### src/rtl/product_bcd_pkg.sv
// product_bcd_pkg: shared states, BCD adjust constants and counter-width helper
package product_bcd_pkg;
    typedef enum logic [1:0] {IDLE, LOAD, SHIFT, DONE} state_t;
    localparam logic [3:0] BCD_ADJ_THRESH = 4'd5;
    localparam logic [3:0] BCD_ADJ_ADD = 4'd3;
    function automatic int clog2(input int v);
        int r = 0;
        while ((1 << r) < v) r++;
        return r;
    endfunction
endpackage

### src/rtl/product_bcd_converter_if.sv
// product_bcd_converter_if: request/result bundle between the product source and the BCD converter
// Start/Product flow master->slave; Busy/Done/Neg/Digits flow slave->master.
interface product_bcd_converter_if #(parameter int WIDTH = 16, parameter int DIGITS = 5);
    logic                  Start;
    logic [WIDTH-1:0]      Product;
    logic                  Busy;
    logic                  Done;
    logic                  Neg;
    logic [4*DIGITS-1:0]   Digits;
    modport master(output Start, Product, input Busy, Done, Neg, Digits);
    modport slave(input Start, Product, output Busy, Done, Neg, Digits);
endinterface

### src/rtl/bcd_digit_adjust.sv
// bcd_digit_adjust: double-dabble nibble correction, adds 3 when the digit is 5 or more
// digit_i: BCD nibble before shift; digit_o: corrected nibble.
module bcd_digit_adjust
    import product_bcd_pkg::*;
(
    input  logic [3:0] digit_i,
    output logic [3:0] digit_o
);
    assign digit_o = digit_i >= BCD_ADJ_THRESH ? digit_i + BCD_ADJ_ADD : digit_i;
endmodule

### src/rtl/product_bcd_converter.sv
// product_bcd_converter: sequential double-dabble of a signed product into sign + BCD digits
// Clk/Reset: clock and async active-high reset; bus: Start/Product in, Busy/Done/Neg/Digits out.
module product_bcd_converter
    import product_bcd_pkg::*;
#(
    parameter int WIDTH = 16,
    parameter int DIGITS = 5
) (
    input  logic                    Clk,
    input  logic                    Reset,
    product_bcd_converter_if.slave  bus
);
    localparam int CW = clog2(WIDTH);
    localparam int BW = 4 * DIGITS;
    state_t          state_q, state_d;
    logic [CW-1:0]   cnt_q, cnt_d;
    logic [WIDTH-1:0] prod_q, prod_d, mag_q, mag_d, mag_sh;
    logic [BW-1:0]   bcd_q, bcd_d, bcd_adj, bcd_sh, digits_q, digits_d;
    logic            neg_q, neg_d, neg_out_q, neg_out_d;
    for (genvar i = 0; i < DIGITS; i++) begin : g_adj
        bcd_digit_adjust u_adj (.digit_i(bcd_q[4*i +: 4]), .digit_o(bcd_adj[4*i +: 4]));
    end
    // Adjusted BCD and magnitude shift left as one register; mag MSB feeds the BCD LSB.
    assign bcd_sh = {bcd_adj[BW-2:0], mag_q[WIDTH-1]};
    assign mag_sh = {mag_q[WIDTH-2:0], 1'b0};
    always_comb begin
        state_d = state_q;
        cnt_d = cnt_q;
        prod_d = prod_q;
        mag_d = mag_q;
        bcd_d = bcd_q;
        neg_d = neg_q;
        digits_d = digits_q;
        neg_out_d = neg_out_q;
        case (state_q)
            IDLE: if (bus.Start) begin
                state_d = LOAD;
                prod_d = bus.Product;
            end
            LOAD: begin
                neg_d = prod_q[WIDTH-1];
                // Unsigned negate keeps the most negative input exact (8000 -> 32768).
                mag_d = prod_q[WIDTH-1] ? -prod_q : prod_q;
                bcd_d = '0;
                cnt_d = '0;
                state_d = SHIFT;
            end
            SHIFT: begin
                bcd_d = bcd_sh;
                mag_d = mag_sh;
                cnt_d = cnt_q + 1'b1;
                if (cnt_q == CW'(WIDTH - 1)) begin
                    state_d = DONE;
                    digits_d = bcd_sh;
                    neg_out_d = neg_q;
                end
            end
            default: state_d = IDLE;
        endcase
    end
    always_ff @(posedge Clk or posedge Reset) begin
        if (Reset) begin
            state_q <= IDLE;
            cnt_q <= '0;
            prod_q <= '0;
            mag_q <= '0;
            bcd_q <= '0;
            neg_q <= 1'b0;
            digits_q <= '0;
            neg_out_q <= 1'b0;
        end else begin
            state_q <= state_d;
            cnt_q <= cnt_d;
            prod_q <= prod_d;
            mag_q <= mag_d;
            bcd_q <= bcd_d;
            neg_q <= neg_d;
            digits_q <= digits_d;
            neg_out_q <= neg_out_d;
        end
    end
    assign bus.Busy = state_q != IDLE;
    assign bus.Done = state_q == DONE;
    assign bus.Neg = neg_out_q;
    assign bus.Digits = digits_q;
endmodule

### src/flat_wrapper.sv
// flat-port wrapper written by rule: the top's interface ports become plain ports
module product_bcd_converter_flat import product_bcd_pkg::*;
#(
    parameter int WIDTH = 16,
    parameter int DIGITS = 5
)
  (Clk, Reset, bus_Start, bus_Product, bus_Busy, bus_Done, bus_Neg, bus_Digits);
  product_bcd_converter_if #(.WIDTH(WIDTH), .DIGITS(DIGITS)) bus_i ();
  input  logic Clk;
  input  logic Reset;
  input wire logic [$bits(bus_i.Start)-1:0] bus_Start;
  input wire logic [$bits(bus_i.Product)-1:0] bus_Product;
  output wire logic [$bits(bus_i.Busy)-1:0] bus_Busy;
  output wire logic [$bits(bus_i.Done)-1:0] bus_Done;
  output wire logic [$bits(bus_i.Neg)-1:0] bus_Neg;
  output wire logic [$bits(bus_i.Digits)-1:0] bus_Digits;
  assign bus_i.Start = bus_Start;
  assign bus_i.Product = bus_Product;
  assign bus_Busy = bus_i.Busy;
  assign bus_Done = bus_i.Done;
  assign bus_Neg = bus_i.Neg;
  assign bus_Digits = bus_i.Digits;
  product_bcd_converter #(.WIDTH(WIDTH), .DIGITS(DIGITS)) u_core (.Clk(Clk), .Reset(Reset), .bus(bus_i));
endmodule
### config.mk
export PLATFORM = sky130hd
export DESIGN_NAME = product_bcd_converter_flat
export DESIGN_NICKNAME = d
export VERILOG_FILES = /design/src/rtl/product_bcd_pkg.sv /design/src/rtl/product_bcd_converter_if.sv /design/src/rtl/bcd_digit_adjust.sv /design/src/rtl/product_bcd_converter.sv /design/src/flat_wrapper.sv
export SDC_FILE = /design/constraint.sdc
export NUM_CORES = 1
export LEC_CHECK = 0
export ABC_AREA = 1
export BUFFER_PORTS_ARGS = -buffer_cell sky130_fd_sc_hd__buf_2
export CORE_ASPECT_RATIO = 1.5
export CORE_MARGIN = 10
export CORE_UTILIZATION = 60
export CTS_BUF_LIST = sky130_fd_sc_hd__clkbuf_2 sky130_fd_sc_hd__clkbuf_4 sky130_fd_sc_hd__clkbuf_8
export CTS_CLUSTER_SIZE = 10
export DETAILED_ROUTE_END_ITERATION = 16
export PLACE_DENSITY = 0.81
export SLEW_MARGIN = 15
export SYNTH_ARGS = -nofsm -noshare
export SYNTH_HDL_FRONTEND = slang
export SYNTH_SLANG_ARGS = --single-unit
### constraint.sdc
create_clock -name Clk -period 3.38 [get_ports Clk]
set_clock_uncertainty 0.2 [all_clocks]
set_input_delay 0.169 -clock Clk [delete_from_list [all_inputs] [get_ports Clk]]
set_output_delay 0.169 -clock Clk [all_outputs]
set_load 0.1 [all_outputs]
==> results.py, run 1 <==
metrics = {
    "run_status": {
        "outcome": "completed",
    },
    "synthesis": {
        "synth.cell_area_sq_um": 4040,
        "yosys-top-cells-area": "sky130_fd_sc_hd__dfrtp_1, sky130_fd_sc_hd__nand2_1, sky130_fd_sc_hd__inv_1",
        "netlist.top_cell.by_area": "sky130_fd_sc_hd__dfrtp_1",
        "ys_seq_area_share_pct": 49.5,
        "synth_cells": 476,
        "yosysTopAreaCellShare_pct": 49.5,
        "yosys_register_bits": 80,
        "yosys_warnings": 0,
        "avgSynthCellArea_sq_um": 8.50,
        "synthDistinctLibCells": 31,
        "syn-num-nets": 511,
    },
    "clocking": {
        "cts_setup_buffers": 0,
        "worst_setup_hold_path_clk_slew_ns": 0.08,
        "clock_buffer_count_from_cts": 9,
        "tritoncts_clock_tree": "yes",
        "clock_sinks": 80,
        "cts.root.buffer_cell": "sky130_fd_sc_hd__clkbuf_8",
        "htreeDepth": 3,
        "clk-insertion-delay-late_ns": 0.35,
        "clock_tree.buffer_depth": 2,
    },
    "timing": {
        "setup_viol": 0,
        "hold_viol": 0,
        "whs_ns": 0.286,
        "post-route-min-period_ns": 2.09,
        "grt_setup_unrepaired": "false",
        "timing.slew.headroom_pct": 39.6,
        "period_share_pct": 62.0,
        "tightest_slew_ns": 0.903,
        "final_layout_setup_total_negative_slack_ns": 0,
        "max_freq_ghz": 0.477,
        "report.final.slew_viol_count": 0,
    },
    "drt": {
        "drt-total-wl_microns": 8310,
        "dr.first_iter.drc_count": 172,
        "drc_errors": 0,
        "first_pass_iters": 4,
        "final_antenna_net_count": 0,
        "drt-wirelength-per-cell_microns": 13.6,
        "viasPerCell": 5.33,
        "detailroute.via_count": 3260,
    },
    "critical_path": {
        "critPathRequiredTime_ns": 3.42,
        "criticalPathCategory": "flop to flop",
        "worst-endpoint-arrival_ns": 2.13,
        "cp_capture_type": "flop",
        "crit_fanout": 31,
        "cp-start-kind": "flop",
    },
    "global_routing": {
        "total_routing_usage_gr_pct": 16.7,
        "global_route.peak_usage_layer": "met2",
        "grt_antenna_before_repair": 0,
        "maximum_number_of_pins_on_one_net_before_global_route_repair": 55,
        "grtUsageMet3_pct": 3.63,
        "global_route.overflow_total": 0,
        "groute.layer.met2.usage_pct": 28.8,
        "vias_in_the_first_global_route": 3379,
        "grt_use_met1_pct": 18.6,
        "grt_first_pass_wirelength_microns": 14600,
    },
    "floorplan": {
        "pin_count": 42,
        "initial_utilization_pct": 61.9,
        "core.rowCount": 36,
        "chipWidth_microns": 87.0,
        "die_h_microns": 121,
        "fp.dieArea_sq_um": 10500,
        "core_region_area_sq_um": 6530,
    },
    "cells_and_area": {
        "fin_nets": 566,
        "final_layout_size_suffix_gt1_share_pct": 15.7,
        "layout.cells.most_common": "sky130_fd_sc_hd__nand2_1",
        "mostFrequentLayoutCells": "sky130_fd_sc_hd__nand2_1, sky130_fd_sc_hd__dfrtp_1, sky130_fd_sc_hd__inv_1",
        "syn_to_final_growth_pct": 15.8,
        "diodes": 0,
    },
    "placed_design": {
        "gpl_congestion": 0.838,
        "port_buffers": 41,
        "dpl.hpwl_microns": 5830,
    },
    "power_and_ir_drop": {
        "power.leakage_nw": 2.27,
        "peakVddDrop_mv": 0.543,
        "powerDensity_nw_per_um2": 772,
    },
    "flow_run": {
        "max_cap_violations": 0,
    },
    "min_path": {
        "min_path_type": "flop to flop",
    },
}
critical path, stage by stage, from the launching register on:
cell,delay (ns)
sky130_fd_sc_hd__dfrtp_1,0.39
sky130_fd_sc_hd__inv_1,0.09
sky130_fd_sc_hd__ha_1,0.22
sky130_fd_sc_hd__nand2_1,0.66
sky130_fd_sc_hd__mux2_2,0.41
worst paths after layout:
| kind | startpoint | end | slack [ns] | depth (start not counted) |
|---|---|---|---|---|
| min in group asynchronous | Reset | u_core.bus.Digits[1]$_DFFE_PP0P_ | 0.32 | 3 |
| worst max-delay path | u_core.state_q[0]$_DFFE_PP0P_ | u_core.prod_q[2]$_DFFE_PP0P_ | 1.29 | 4 |
| worst min register to register | u_core.bus.Digits[16]$_DFFE_PP0P_ | u_core.bus.Digits[16]$_DFFE_PP0P_ | 0.29 | 2 |
| max in group asynchronous | Reset | u_core.prod_q[2]$_DFFE_PP0P_ | 1.94 | 4 |
| worst min-delay path | u_core.bus.Digits[16]$_DFFE_PP0P_ | u_core.bus.Digits[16]$_DFFE_PP0P_ | 0.29 | 2 |
| worst max register to register | u_core.state_q[0]$_DFFE_PP0P_ | u_core.prod_q[2]$_DFFE_PP0P_ | 1.29 | 4 |
where the power goes:
group          internal [mW]  switching, mW
Combinational          0.467          0.953
Sequential              1.19          0.170
Clock                  0.496          0.343
through the flow:
| stage | cell area (sq um) | power, mW | utilization, % | cells | setup WS (ns) |
|---|---|---|---|---|---|
| after detailed placement | 4260 | 2.76 | 65.3 | 578 | 1.31 |
| after global routing | 4680 | 3.89 | 71.7 | 612 | 1.12 |
| after floorplan | 4040 | 2.54 | - | 476 | 0.959 |
| final | 4680 | 3.62 | 71.7 | 612 | 1.29 |
| after global placement | 4260 | 2.70 | 65.3 | 578 | 1.36 |
| after CTS | 4680 | 3.62 | 71.7 | 612 | 1.28 |
registers in the layout, indices dropped and copies added, names as in the netlist:
| signal | cells |
|---|---|
| u_core.cnt_q | 4 |
| u_core.prod_q | 16 |
| u_core.bcd_q | 20 |
| u_core.neg_q | 1 |
| u_core.bus.Neg | 1 |
| u_core.state_q | 2 |
| u_core.bus.Digits | 20 |
| u_core.mag_q | 16 |
cells by family (layout without fill, tap and decap cells):
kind of cell / Yosys count / count (layout) / share of synthesized area [%]
AND/OR/NAND/NOR: 158 / 158 / 16.8
AO/OA/AOI/OAI: 110 / 110 / 15.9
buffers and inverters: 101 / 161 / 10.4
flip-flops: 80 / 80 / 49.5
adder cells (fa/ha/maj): 16 / 16 / 4.95
XOR/XNOR: 10 / 10 / 2.17
multiplexers: 1 / 1 / 0.278
Yosys cell counts:
cell type	n
sky130_fd_sc_hd__nand2_1	86
sky130_fd_sc_hd__dfrtp_1	80
sky130_fd_sc_hd__inv_1	79
sky130_fd_sc_hd__o22ai_1	34
sky130_fd_sc_hd__nand3_1	30
sky130_fd_sc_hd__o21ai_0	29
sky130_fd_sc_hd__nor2_1	26
sky130_fd_sc_hd__o21ai_1	19
sky130_fd_sc_hd__a21oi_1	16
sky130_fd_sc_hd__ha_1	16
sky130_fd_sc_hd__buf_2	10
sky130_fd_sc_hd__xor2_1	10
sky130_fd_sc_hd__nor2_2	7
sky130_fd_sc_hd__buf_4	5
sky130_fd_sc_hd__nand2_2	5
sky130_fd_sc_hd__o21bai_1	4
sky130_fd_sc_hd__clkbuf_1	3
sky130_fd_sc_hd__inv_2	2
sky130_fd_sc_hd__nor3_1	2
sky130_fd_sc_hd__o221ai_1	2
sky130_fd_sc_hd__a22oi_1	1
sky130_fd_sc_hd__a31o_1	1
sky130_fd_sc_hd__a31o_2	1
sky130_fd_sc_hd__buf_6	1
sky130_fd_sc_hd__inv_4	1
sky130_fd_sc_hd__mux2_2	1
sky130_fd_sc_hd__nor2_4	1
sky130_fd_sc_hd__nor4_2	1
sky130_fd_sc_hd__o21ai_2	1
sky130_fd_sc_hd__o21ai_4	1
sky130_fd_sc_hd__o31ai_2	1
layer usage:
layer  routed length, microns  vias to the layer above
met1                     3530                     1535
met2                     4260                       60
met3                      378                       14
met5                        0                        -
li1                         -                     1651
met4                      142                        0
layout make-up:
type | instances | area, sq um
clock buffer | 10 | 131
multi-input combinational | 295 | 1620
tap | 76 | 95.1
clock inverter | 6 | 108
fill | 498 | 1850
inverter | 82 | 312
sequential | 80 | 2000
timing repair buffer | 63 | 415
what timing repair did:
item / 4_1_cts / 5_1_grt
hold endpoints to repair: 69 / 0
gates resized for setup: 0 / 0
hold buffers: 18 / 0
Note: power is estimated with default switching activity, not from simulation.
==> run 2, diff against run 1 <==
Clock period 3.38 ns to 2 ns, I/O delays scaled along.
==> results.py, run 2 (same netlist as run 1, synthesis figures left out) <==
metrics = {
    "power_and_ir_drop": {
        "powerDensity_nw_per_um2": 1270,
        "power.leakage_nw": 2.31,
        "peakVddDrop_mv": 0.903,
    },
    "floorplan": {
        "initial_utilization_pct": 61.9,
        "chipWidth_microns": 87.0,
        "pin_count": 42,
        "fp.dieArea_sq_um": 10500,
        "die_h_microns": 121,
        "core.rowCount": 36,
        "core_region_area_sq_um": 6530,
    },
    "timing": {
        "max_freq_ghz": 0.537,
        "report.final.slew_viol_count": 0,
        "post-route-min-period_ns": 1.86,
        "grt_setup_unrepaired": "false",
        "period_share_pct": 93.2,
        "final_layout_setup_total_negative_slack_ns": 0,
        "tightest_slew_ns": 0.492,
        "setup_viol": 0,
        "hold_viol": 0,
        "timing.slew.headroom_pct": 67.4,
        "postLayoutSetupSlackWorst_ns": 0.136,
    },
    "global_routing": {
        "maximum_number_of_pins_on_one_net_before_global_route_repair": 81,
        "grt_first_pass_wirelength_microns": 14700,
        "global_route.overflow_total": 0,
        "vias_in_the_first_global_route": 3370,
        "total_routing_usage_gr_pct": 17.2,
        "grt_antenna_before_repair": 0,
    },
    "placed_design": {
        "gpl_congestion": 0.931,
        "port_buffers": 41,
        "place_worst_setup_slack_ns": 0.108,
        "dpl.hpwl_microns": 5940,
    },
    "critical_path": {
        "cp_capture_type": "output pin",
        "worst-endpoint-arrival_ns": 1.56,
        "criticalPathCategory": "flop to output pin",
        "crit_fanout": 3,
        "critPathRequiredTime_ns": 1.70,
        "cp-start-kind": "flop",
        "setup_slack_of_the_worst_register_to_register_path_ns": 0.15,
    },
    "drt": {
        "drc_errors": 0,
        "first_pass_iters": 4,
        "dr.first_iter.drc_count": 140,
        "viasPerCell": 5.34,
        "detailroute.via_count": 3307,
        "final_antenna_net_count": 0,
        "drt-wirelength-per-cell_microns": 13.6,
        "drt-total-wl_microns": 8390,
    },
    "cells_and_area": {
        "final_core_utilization_pct": 72.4,
        "diodes": 0,
        "layout.cells.most_common": "sky130_fd_sc_hd__nand2_1",
        "syn_to_final_growth_pct": 16.9,
        "fin_nets": 575,
        "final_layout_size_suffix_gt1_share_pct": 16.8,
        "number_of_fill_cells": 493,
        "mostFrequentLayoutCells": "sky130_fd_sc_hd__nand2_1, sky130_fd_sc_hd__dfrtp_1, sky130_fd_sc_hd__inv_1",
    },
    "flow_run": {
        "max_cap_violations": 0,
    },
    "run_status": {
        "outcome": "completed",
    },
    "clocking": {
        "clock_sinks": 80,
        "htreeDepth": 3,
        "clock_buffer_count_from_cts": 9,
        "tritoncts_clock_tree": "yes",
        "cts.root.buffer_cell": "sky130_fd_sc_hd__clkbuf_8",
        "worst_setup_hold_path_clk_slew_ns": 0.07,
        "clock_tree.buffer_depth": 2,
        "clk-insertion-delay-late_ns": 0.35,
    },
    "min_path": {
        "min_path_type": "primary input to async pin",
    },
}
==> run 2: cell count changes in the layout (fill, tap and decap cells not counted) <==
| cell | before | now |
|---|---|---|
| sky130_fd_sc_hd__buf_12 | 0 | 2 |
| sky130_fd_sc_hd__buf_4 | 4 | 11 |
| sky130_fd_sc_hd__bufinv_16 | 3 | 0 |
| sky130_fd_sc_hd__clkbuf_4 | 1 | 2 |
| sky130_fd_sc_hd__clkbuf_8 | 9 | 12 |
| sky130_fd_sc_hd__clkinv_2 | 3 | 0 |
| sky130_fd_sc_hd__nand2_2 | 5 | 4 |
| sky130_fd_sc_hd__nand2_4 | 0 | 1 |
==> run 2: metal layers <==
layer  routed length [microns]  share of wire [%]  GRT usage (%)
met4                       191                2.3           9.35
met1                      3310                 39           18.3
met3                       426                5.1           4.84
met5                         0                  0              0
met2                      4460                 53           29.5
==> run 2: worst paths after layout <==
check                                                   from                           endpoint  cells after the start
setup / recovery               u_core.state_q[0]$_DFFE_PP0P_                           bus_Busy                      4
hold reg to reg            u_core.bus.Digits[12]$_DFFE_PP0P_  u_core.bus.Digits[12]$_DFFE_PP0P_                      2
hold / removal                                         Reset  u_core.bus.Digits[14]$_DFFE_PP0P_                      4
max in group asynchronous                              Reset       u_core.mag_q[12]$_DFFE_PP0P_                      4
setup reg to reg               u_core.state_q[0]$_DFFE_PP0P_        u_core.mag_q[4]$_DFFE_PP0P_                      5
min in group Clk           u_core.bus.Digits[12]$_DFFE_PP0P_  u_core.bus.Digits[12]$_DFFE_PP0P_                      2
==> run 2: report_power, final <==
part	leakage (nW)	internal [mW]	total (mW)	switching, mW
Combinational	1.19	0.974	2.63	1.66
Sequential	1.02	2.01	2.26	0.256
Clock	0.0955	0.568	1.10	0.531
Total	2.31	3.55	5.99	2.44
==> run 2: cell type report <==
| class | count | area [sq um] | share of cell area (%) |
|---|---|---|---|
| Multi-Input combinational cell | 295 | 1630 | 34.4 |
| Sequential cell | 80 | 2000 | 42.4 |
| Clock buffer | 14 | 180 | 3.81 |
| Timing Repair Buffer | 72 | 508 | 10.7 |
| Tap cell | 76 | 95.1 | 2.01 |
| Inverter | 82 | 314 | 6.65 |
==> run 2: critical path, stage by stage, from the launching register on <==
cell and delay, ns:
sky130_fd_sc_hd__dfrtp_1 0.38, sky130_fd_sc_hd__inv_1 0.09, sky130_fd_sc_hd__ha_1 0.22, sky130_fd_sc_hd__inv_1 0.09, sky130_fd_sc_hd__buf_2 0.43
==> run 2: metrics by stage <==
stage	power (mW)	hold slack [ns]	instance area, sq um	instances
finish	5.99	0.218	4730	619
global route	6.50	0.258	4730	619
CTS	5.89	0.227	4690	615
detailed placement	4.75	0.0517	4330	583
global placement	4.64	0.0436	4330	583
floorplan	4.30	0.0504	4050	476
==> run 2: repair_timing <==
item,CTS,global route
setup buffers,0,4
setup endpoints to repair,0,21
endpoints found under the hold margin,98,0
hold buffers,18,0
gates resized for setup,0,1
